<file path="src/rtl/mem_port_arbiter.sv">
// mem_port_arbiter
//   Shares one BRAM data port between two masters: port 0 (core load/store)
//   and port 1 (UART program loader). One transaction at a time, round-robin
//   on collisions, one-cycle write strobe, fixed read latency RD_LAT.
//
// Ports
//   clk, rstn          : clock (rising edge), async reset, active-high
//   mX_req/addr/din/we : master X request; we==0 means read
//   mX_dout, mX_done   : master X read data (held) and one-cycle done pulse
//   addr/din/write_enable/dout : BRAM side
//   busy               : high whenever the FSM is not in IDLE
//   grant              : one-hot owner of the current transaction, 00 in IDLE
module mem_port_arbiter #(
  parameter int RD_LAT = 2,
  parameter int ADDR_W = 32,
  parameter int DATA_W = 32
) (
  input  logic                  clk,
  input  logic                  rstn,
  input  logic                  m0_req,
  input  logic [ADDR_W-1:0]     m0_addr,
  input  logic [DATA_W-1:0]     m0_din,
  input  logic [DATA_W/8-1:0]   m0_we,
  output logic [DATA_W-1:0]     m0_dout,
  output logic                  m0_done,
  input  logic                  m1_req,
  input  logic [ADDR_W-1:0]     m1_addr,
  input  logic [DATA_W-1:0]     m1_din,
  input  logic [DATA_W/8-1:0]   m1_we,
  output logic [DATA_W-1:0]     m1_dout,
  output logic                  m1_done,
  output logic [ADDR_W-1:0]     addr,
  output logic [DATA_W-1:0]     din,
  output logic [DATA_W/8-1:0]   write_enable,
  input  logic [DATA_W-1:0]     dout,
  output logic                  busy,
  output logic [1:0]            grant
);

  localparam int BE_W  = DATA_W / 8;
  localparam int CNT_W = 3;

  typedef enum logic [1:0] {IDLE, ISSUE, WAIT, DONE} state_t;

  state_t              state_q, state_d;
  logic                last_grant_q, last_grant_d;  // index of last granted port
  logic [1:0]          grant_q, grant_d;
  logic [ADDR_W-1:0]   addr_q, addr_d;
  logic [DATA_W-1:0]   din_q, din_d;
  logic [BE_W-1:0]     we_lat_q, we_lat_d;          // latched request type
  logic [BE_W-1:0]     write_enable_q, write_enable_d;
  logic [CNT_W-1:0]    cnt_q, cnt_d;
  logic [DATA_W-1:0]   m0_dout_q, m0_dout_d, m1_dout_q, m1_dout_d;
  logic                m0_done_q, m0_done_d, m1_done_q, m1_done_d;
  logic                busy_q, busy_d;
  logic                pick;                        // 1 = port 1 wins in IDLE

  always_comb begin
    state_d        = state_q;
    last_grant_d   = last_grant_q;
    grant_d        = grant_q;
    addr_d         = addr_q;
    din_d          = din_q;
    we_lat_d       = we_lat_q;
    write_enable_d = '0;
    cnt_d          = cnt_q;
    m0_dout_d      = m0_dout_q;
    m1_dout_d      = m1_dout_q;
    m0_done_d      = 1'b0;
    m1_done_d      = 1'b0;
    // On a tie, the port that was not served last wins.
    pick           = m1_req && (!m0_req || !last_grant_q);

    unique case (state_q)
      IDLE: begin
        if (m0_req || m1_req) begin
          addr_d         = pick ? m1_addr : m0_addr;
          din_d          = pick ? m1_din  : m0_din;
          we_lat_d       = pick ? m1_we   : m0_we;
          // Strobe is registered, so it is loaded now to appear in ISSUE.
          write_enable_d = pick ? m1_we   : m0_we;
          grant_d        = pick ? 2'b10 : 2'b01;
          last_grant_d   = pick;
          state_d        = ISSUE;
        end
      end
      ISSUE: begin
        if (we_lat_q != '0) begin
          m0_done_d = grant_q[0];
          m1_done_d = grant_q[1];
          state_d   = DONE;
        end else begin
          // Address is on the BRAM this cycle; count the remaining latency.
          cnt_d   = CNT_W'(RD_LAT - 1);
          state_d = WAIT;
        end
      end
      WAIT: begin
        if (cnt_q == '0) begin
          if (grant_q[0]) m0_dout_d = dout;
          if (grant_q[1]) m1_dout_d = dout;
          m0_done_d = grant_q[0];
          m1_done_d = grant_q[1];
          state_d   = DONE;
        end else begin
          cnt_d = cnt_q - CNT_W'(1);
        end
      end
      DONE: begin
        grant_d = 2'b00;
        state_d = IDLE;
      end
      default: state_d = IDLE;
    endcase

    busy_d = (state_d != IDLE);
  end

  always_ff @(posedge clk or posedge rstn) begin
    if (rstn) begin
      state_q        <= IDLE;
      last_grant_q   <= 1'b1;
      grant_q        <= 2'b00;
      addr_q         <= '0;
      din_q          <= '0;
      we_lat_q       <= '0;
      write_enable_q <= '0;
      cnt_q          <= '0;
      m0_dout_q      <= '0;
      m1_dout_q      <= '0;
      m0_done_q      <= 1'b0;
      m1_done_q      <= 1'b0;
      busy_q         <= 1'b0;
    end else begin
      state_q        <= state_d;
      last_grant_q   <= last_grant_d;
      grant_q        <= grant_d;
      addr_q         <= addr_d;
      din_q          <= din_d;
      we_lat_q       <= we_lat_d;
      write_enable_q <= write_enable_d;
      cnt_q          <= cnt_d;
      m0_dout_q      <= m0_dout_d;
      m1_dout_q      <= m1_dout_d;
      m0_done_q      <= m0_done_d;
      m1_done_q      <= m1_done_d;
      busy_q         <= busy_d;
    end
  end

  assign addr         = addr_q;
  assign din          = din_q;
  assign write_enable = write_enable_q;
  assign grant        = grant_q;
  assign busy         = busy_q;
  assign m0_dout      = m0_dout_q;
  assign m1_dout      = m1_dout_q;
  assign m0_done      = m0_done_q;
  assign m1_done      = m1_done_q;

endmodule
</file>
<file path="config.mk">
export PLATFORM = sky130hd
export DESIGN_NAME = mem_port_arbiter
export DESIGN_NICKNAME = d
export VERILOG_FILES = /design/src/rtl/mem_port_arbiter.sv
export SDC_FILE = /design/constraint.sdc
export NUM_CORES = 1
export LEC_CHECK = 0
export CORE_ASPECT_RATIO = 2
export CORE_UTILIZATION = 40
export CTS_CLUSTER_DIAMETER = 50
export DETAILED_ROUTE_END_ITERATION = 8
export PLACE_DENSITY = 0.8
export SETUP_SLACK_MARGIN = 0.5
export SLEW_MARGIN = 40
export SYNTH_ARGS = -nofsm -noshare
export SYNTH_HDL_FRONTEND = slang
export SYNTH_SLANG_ARGS = --single-unit
</file>
<file path="constraint.sdc">
create_clock -name clk -period 5.5 [get_ports clk]
set_clock_uncertainty 0.15 [all_clocks]
set_input_delay 1.1 -clock clk [delete_from_list [all_inputs] [get_ports clk]]
set_output_delay 1.1 -clock clk [all_outputs]
set_load 0.02 [all_outputs]
</file>
==> summary by stage, run 1 <==
Routing
For this run, the detailed router's first-pass iteration total came to 4. The detailed-route via count is 5121. The average wire per standard cell is 18.3 um. In this run the remaining antenna-violating nets after routing total 0. After the first detailed-routing iteration, the DRC count stood at 241. The final layout contains routed wiring with a total length of 17900 um. The number of design rule violations left after detail routing is 0. The via density per instance is 5.23.

Global route
After global routing the overflow that remains totals 0. Across every metal layer, demand over resource in global routing totals 0.231. The first global-routing pass estimated 27400 um of wire. The number of global-route vias before repair came to 5365.

Entering global routing, the biggest net connects 148 pins. The number of antenna violations at the first check in global routing is 0.

Timing
The transition time of the tightest slew-check pin is 0.741 ns. The number of max-slew violations in the final report came to 0. The minimum period implied by the final worst setup slack is 2.75 ns. Setup violations remaining at the end of the flow were counted as 0. After layout, the worst setup slack is 2.75 ns.

The headroom to the max-slew limit is 0.506. The maximum clock rate is 363 MHz. Setup repair after global routing left no endpoint under its margin. The final count of hold timing violations is 0. The final cycle utilization of the critical path is 0.500. Summed over all failing endpoints, the final setup total negative slack is 0 ns.

Clocking
The TritonCTS buffer count is 17. The clock tree root buffer cell is clkbuf_16. Clock-pin slew was measured on the worst setup and hold paths at 0.06 ns. The number of clock sinks seen by CTS is 147. The number of hold buffers added after CTS is 0. The post-cts gate resize count is 0. The CTS tree is built.

In this run the number of H-tree levels came out at 4. The post-CTS setup-driven buffer insertion count is 0. No sink is reached through more buffers than the 2 on the longest clock path. The later-pin clock latency in the skew report is 0.40 ns.

Setup path
The endpoint type of the worst setup path is an output port. The number of buffers and inverters on the critical path is 1. The slack of the worst reg-to-reg path is 3.04 ns.

The slowest cell on the critical path is clkdlybuf4s50_1. The setup path with the least slack is of type reg -> out. The type of origin of the critical path is a register. The launch point of the worst reg-to-reg path is state_q[0]$_DFF_PP0_. The data arrival time at the worst-slack endpoint is 1.50 ns. Traced cell by cell, the critical path runs through clkdlybuf4s50_1.

The required time reported for the critical path endpoint is 4.25 ns. Grouping stages by cell kind, the critical path spends the most delay in buffers and inverters. The depth of the worst register-to-register path is 8. The endpoint of the worst register-to-register path is din[17]$_DFFE_PP0P_.

Along the worst path, the maximum fanout reaches 5. The delay contributed by the slowest stage of the critical path is 0.66 ns.

Yosys
The share of the synthesized area in the top cell type is 0.601. Yosys mapped the design onto 30 distinct sky130hd cell types. The combined area of all synthesized cells is 6080 um^2. The post-synthesis sequential area ratio is 0.605. The total of flip-flops plus latches after synthesis is 147. The Yosys warning count is 0. The cell accounting for the most synthesized area is dfrtp_1. Among all flip-flop cells after synthesis, the most frequent one is dfrtp_1. The number of nets in the synthesized netlist is 649.

The synthesized design contains 0 enable-type register cells. The post-synthesis area per instance is 12.9 um^2. Ranked by total cell area, the synthesized netlist is headed by dfrtp_1, mux2_2, a221o_1. Of all flip-flops after synthesis, the portion carrying an async set or reset was 1.00. The cell count after synthesis is 471.

Finish
Leaving out fill and tap cells, the most frequent cell in the layout is clkdlybuf4s50_1. The layout cell share with drive strength beyond 1 is 0.139. From synthesis to final layout, the design area changed by 64.3%. In the layout the commonest cells are clkdlybuf4s50_1, dfrtp_1, mux2_2.

The post-route core utilization is 0.674. The repair_antennas step left the layout with diodes totalling 0. The net count of the finished layout is 949.

Flow run
The max-cap violation count is 0.

Die
The die is 176 um tall. The die covers 15700 um^2. The top-level I/O count is 309. The area of the placeable core is 14800 um^2. In this run the core area contains 63 standard-cell rows. For this configuration, the core starts out at a cell density of 0.411. The horizontal die dimension is 89.2 um.

Hold path
The path with the worst hold slack has its endpoint at cnt_q[0]$_DFFE_PP0P_. The worst hold path begins at cnt_q[0]$_DFFE_PP0P_. The path type of the worst min-delay path is reg -> reg.

Counting instances, the worst hold path has a depth of 1.

Placement
The count of port buffers added during placement is 308. The HPWL after detailed placement is 12900 um. The routability congestion estimate is 0.837. The minimum setup slack after placement is 2.36 ns.

Pwr
In this run the power density over the cells is 611 nW/um^2. Summed over all cells, the static leakage comes to 4.37 nW. Across the VDD grid, the largest voltage drop is 0.293 mV.

Run status
The flow ran to the end, and the final reports show no timing, DRC or antenna violations.
## area by class of cell
cell class	count	area (um^2)
multi-input combinational	281	2210
clock inverter	12	181
inverter	7	30.0
tap	195	244
timing repair buffer	317	3210
fill	1146	4830
clock buffer	20	437
sequential	147	3680
## cells in the mapped netlist (all sizes together) (2+ instances only)
cell type,count
mux2,64
buf,17
nand3,5
dfrtp,146
a31oi,3
o2bb2ai,2
a21oi,36
inv,7
nor3,3
o21a,2
nor2,21
and3,51
clkbuf,19
a21boi,2
nand2,22
a21o,4
a221o,51
ha,6
## through the flow
stage               power [mW]  instances  cell area (um^2)  hold slack [ns]
finish                    6.11        979              9990            0.336
global route              6.45        979              9990            0.365
CTS                       6.16        978              9970            0.338
detailed placement        4.93        946              9350            0.331
global placement          4.79        944              9310            0.294
floorplan                 3.48        471              6090            0.280
## registers in the layout, indices dropped and copies added (netlist names), 2 cells and up
name and flops:
m0_dout 32, addr 32, state_q 2, we_lat_q 4, grant 2, write_enable 4
m1_dout 32, din 32, cnt_q 3
## how the worst max path moves through the flow
stage / slack (ns) / cells past startpoint / to / start
2_1_floorplan: 2.40 / 1 / addr[0]$_DFFE_PP0P_ / rstn
4_1_cts: 2.73 / 1 / grant[1] / grant[1]$_DFFE_PP0P_
6_report: 2.75 / 1 / grant[1] / grant[1]$_DFFE_PP0P_
5_1_grt: 2.68 / 5 / we_lat_q[2]$_DFFE_PP0P_ / m1_req
3_5_place_dp: 2.36 / 5 / din[17]$_DFFE_PP0P_ / m1_req
3_3_place_gp: 2.17 / 4 / din[2]$_DFFE_PP0P_ / m0_req
## where the power goes
group	total [mW]	internal (mW)	switching (mW)	leakage (nW)
clock	1.20	0.762	0.437	0.299
combinational	2.96	1.51	1.45	2.33
sequential	1.94	1.63	0.319	1.75
total	6.11	3.90	2.21	4.37
## routing by layer
metal  vias up  part of all wire  track usage
met3        35             0.066       0.0519
li1       2349                 -            -
met4         0             0.031        0.108
met2       251              0.54        0.400
met1      2486              0.37        0.263
met5         -                 0            0
## logic make-up after synthesis
logic type | Yosys count | synth area share
adders and majority gates | 6 | 0.0123
DFF | 147 | 0.605
and+or+nand+nor | 105 | 0.0889
buffers and inverters | 43 | 0.0341
muxes | 64 | 0.118
AOI/OAI and AO/OA | 106 | 0.141
No activity file was read; power rests on OpenSTA's default activity.
==> run 2: changes to the inputs <==
==> constraint.sdc (replaced) <==
create_clock -name clk -period 2.8 [get_ports clk]
set_clock_uncertainty 0.15 [all_clocks]
set_input_delay 0.56 -clock clk [delete_from_list [all_inputs] [get_ports clk]]
set_output_delay 0.56 -clock clk [all_outputs]
set_load 0.02 [all_outputs]
==> run 2 against run 1 <==
Sequential cell count stayed put. Register-to-register slack got worse by 2.3 ns. Non-clock buffer count did not move. Largest cell class unchanged. Highest routed layer unchanged.
==> summary by stage, run 2 (synthesis gave the netlist of run 1 again) <==
Timing
The final count of negative-setup-slack endpoints was 0 (unchanged). The total negative setup slack is 0 ns (unchanged). The number of max-slew violations in the final report is 0 (unchanged). The final cycle utilization of the critical path is 0.787. The smallest hold slack is 0.327 ns (was 0.336 ns).

The headroom to the max-slew limit came to 0.511 (was 0.506). RSZ-0062 raised after global routing: no (unchanged). The minimum period implied by the final worst setup slack is 2.20 ns. The slack of the critical path was 0.597 ns (was 2.75 ns).

The transition time of the tightest slew-check pin came to 0.734 ns (was 0.741 ns). Static timing analysis puts the maximum clock frequency at 454 MHz. The final count of hold timing violations is 0 (unchanged).

Global route
The total grt overflow is 0 (unchanged). The global routing usage summed across all routing layers was 0.239 (was 0.231). The number of global-route vias before repair is 5577 (was 5365). The pin count of the biggest net entering global routing came to 78 (was 148).

The global-route wire length before repair is 28200 um (was 27400 um). The number of antenna violations at the first check in global routing is 0 (unchanged).

Hold path
The end point of the most critical hold path is cnt_q[0]$_DFFE_PP0P_ (unchanged). The number of instances on the worst hold path is 1 (unchanged). The path type of the worst min-delay path is reg -> reg (unchanged). The hold path startpoint is cnt_q[0]$_DFFE_PP0P_ (unchanged).

Pwr
The maximum ir drop on the vdd rail is 0.612 mV (was 0.293 mV). The ratio of total power to cell area is 1200 nW/um^2 (was 611 nW/um^2). The combinational power share is 0.488 (was 0.485). The part of the power in the clock network was 0.191 (was 0.196). The switching share of total power is 0.362 (was 0.361). The internal power component was 7.62 mW (was 3.90 mW).

The reported net switching power is 4.31 mW (was 2.21 mW). The leakage power figure was 4.36 nW (was 4.37 nW). The share of power burned in registers is 0.320 (was 0.318).

Die
The area of the placeable core is 14800 um^2 (unchanged). The top-level I/O count came to 309 (unchanged). The y dimension of the die is 176 um (unchanged).

The overall die area was 15700 um^2 (unchanged). The initial core utilization is 0.411 (unchanged). The floorplan row count is 63 (unchanged). The horizontal die dimension came to 89.2 um (unchanged).

Setup path
The depth of the worst register-to-register path is 6 (was 8). The classification of the worst setup path is in -> reg (was reg -> out). The slack of the worst reg-to-reg path is 0.76 ns (was 3.04 ns). The top fanout value on the critical path is 69 (was 5). The launch point of the worst reg-to-reg path is cnt_q[0]$_DFFE_PP0P_ (was state_q[0]$_DFF_PP0_). The data arrival time at the worst-slack endpoint came to 2.38 ns (was 1.50 ns). The endpoint of the worst register-to-register path is m0_dout[22]$_DFFE_PP0P_ (was din[17]$_DFFE_PP0P_). The endpoint type of the worst setup path is a register (was output port). The required time reported for the critical path endpoint is 2.98 ns (was 4.25 ns). The type of origin of the critical path is an input port (was register).

Placement
The half-perimeter wire length of the detailed placement result was 13500 um (was 12900 um). The cell area after placement is 9370 um^2 (was 9350 um^2). The minimum setup slack after placement was 0.201 ns (was 2.36 ns). The count of port buffers added during placement was 308 (unchanged). The routability congestion estimate is 0.818 (was 0.837).

Routing
The detailed-route via count came to 5232 (was 5121). The via density per instance was 5.35 (was 5.23). The number of iterations in the first detailed-routing pass is 5 (was 4). The detailed route wirelength on metal2 was 9800 um (was 9590 um).

The average wire per standard cell is 18.6 um (was 18.3 um). The detailed router's first-iteration violation count is 200 (was 241). The met1 routed wirelength after detailed routing is 6410 um (was 6570 um). The number of design rule violations left after detail routing came to 0 (unchanged). The top layer reached by signal wires is met4 (unchanged). The routed wire length was 18200 um (was 17900 um). The antenna violation net count after detailed routing came to 0 (unchanged). The met3 routed wirelength was 1280 um (was 1190 um).

Flow run
The max-cap violation count is 0 (unchanged).

Clocking
The clock tree root buffer cell was clkbuf_16 (unchanged). The clock transition at the registers of the reported paths was 0.06 ns (about the same). The number of hold buffers added after CTS is 0 (unchanged).

The CTS tree is built (unchanged). The TritonCTS buffer count came to 17 (unchanged). The maximum number of buffers from clock root to sink is 2 (unchanged). The maximum level of the CTS H-tree was 4 (unchanged). The post-CTS setup-driven buffer insertion count came to 0 (unchanged). The later-pin clock latency in the skew report is 0.41 ns (was 0.40 ns). The post-cts gate resize count came to 1 (was 0). The number of clock sinks seen by CTS is 147 (unchanged).

Finish
The area overhead of the layout relative to synthesis is 63.8% (was 64.3%). The summed area of non-filler cells in the final layout came to 9970 um^2 (was 9990 um^2). Commonest non-fill, non-tap cells in the layout: clkdlybuf4s50_1, dfrtp_1, mux2_2 (unchanged). The layout cell share with drive strength beyond 1 is 0.139 (about the same). The most common cell after layout, fill and taps aside is clkdlybuf4s50_1 (unchanged). The antenna diode count came to 0 (unchanged). The post-route core utilization is 0.673 (was 0.674). The layout net count is 949 (unchanged).

Run status
Run status: completed (unchanged).
run 2: final cells by class:
class | instances | area [um^2]
inverter | 7 | 30.0
sequential | 147 | 3680
multi-input combinational | 281 | 2210
fill | 1154 | 4850
timing repair buffer | 317 | 3210
tap | 195 | 244
clock inverter | 9 | 130
clock buffer | 22 | 464
run 2: worst max-delay path by stage:
stage | start | to | slack [ns] | cells past startpoint
floorplan | rstn | addr[0]$_DFFE_PP0P_ | 0.24 | 1
global placement | m0_req | din[10]$_DFFE_PP0P_ | 0.02 | 4
detailed placement | m1_req | addr[30]$_DFFE_PP0P_ | 0.20 | 5
CTS | grant[1]$_DFFE_PP0P_ | grant[1] | 0.59 | 1
global route | m1_req | addr[30]$_DFFE_PP0P_ | 0.51 | 5
finish | m1_req | addr[30]$_DFFE_PP0P_ | 0.60 | 5
run 2: per-stage QoR:
stage / cells / power, mW
CTS: 978 / 12.0
global placement: 945 / 9.42
finish: 978 / 11.9
floorplan: 471 / 6.84
detailed placement: 947 / 9.71
global route: 978 / 12.6
run 2: worst max-delay path, cell delays in order:
cell             delay (ns)
clkdlybuf4s50_1        0.61
a21boi_4               0.26
buf_4                  0.54
a21oi_1                0.19
a21oi_1                0.20
run 2: power groups by stage:
stage	clock, mW	sequential [mW]	combinational (mW)
2_1_floorplan	0	4.95	1.89
3_3_place_gp	0	3.78	5.64
3_5_place_dp	0	3.83	5.88
4_1_cts	2.33	3.82	5.88
5_1_grt	2.43	3.95	6.23
6_report	2.28	3.82	5.83
run 2: per-layer routing:
| layer | GRT usage | up-vias |
|---|---|---|
| li1 | - | 2343 |
| met1 | 0.258 | 2569 |
| met2 | 0.414 | 271 |
| met3 | 0.0683 | 49 |
| met4 | 0.121 | 0 |
| met5 | 0 | - |
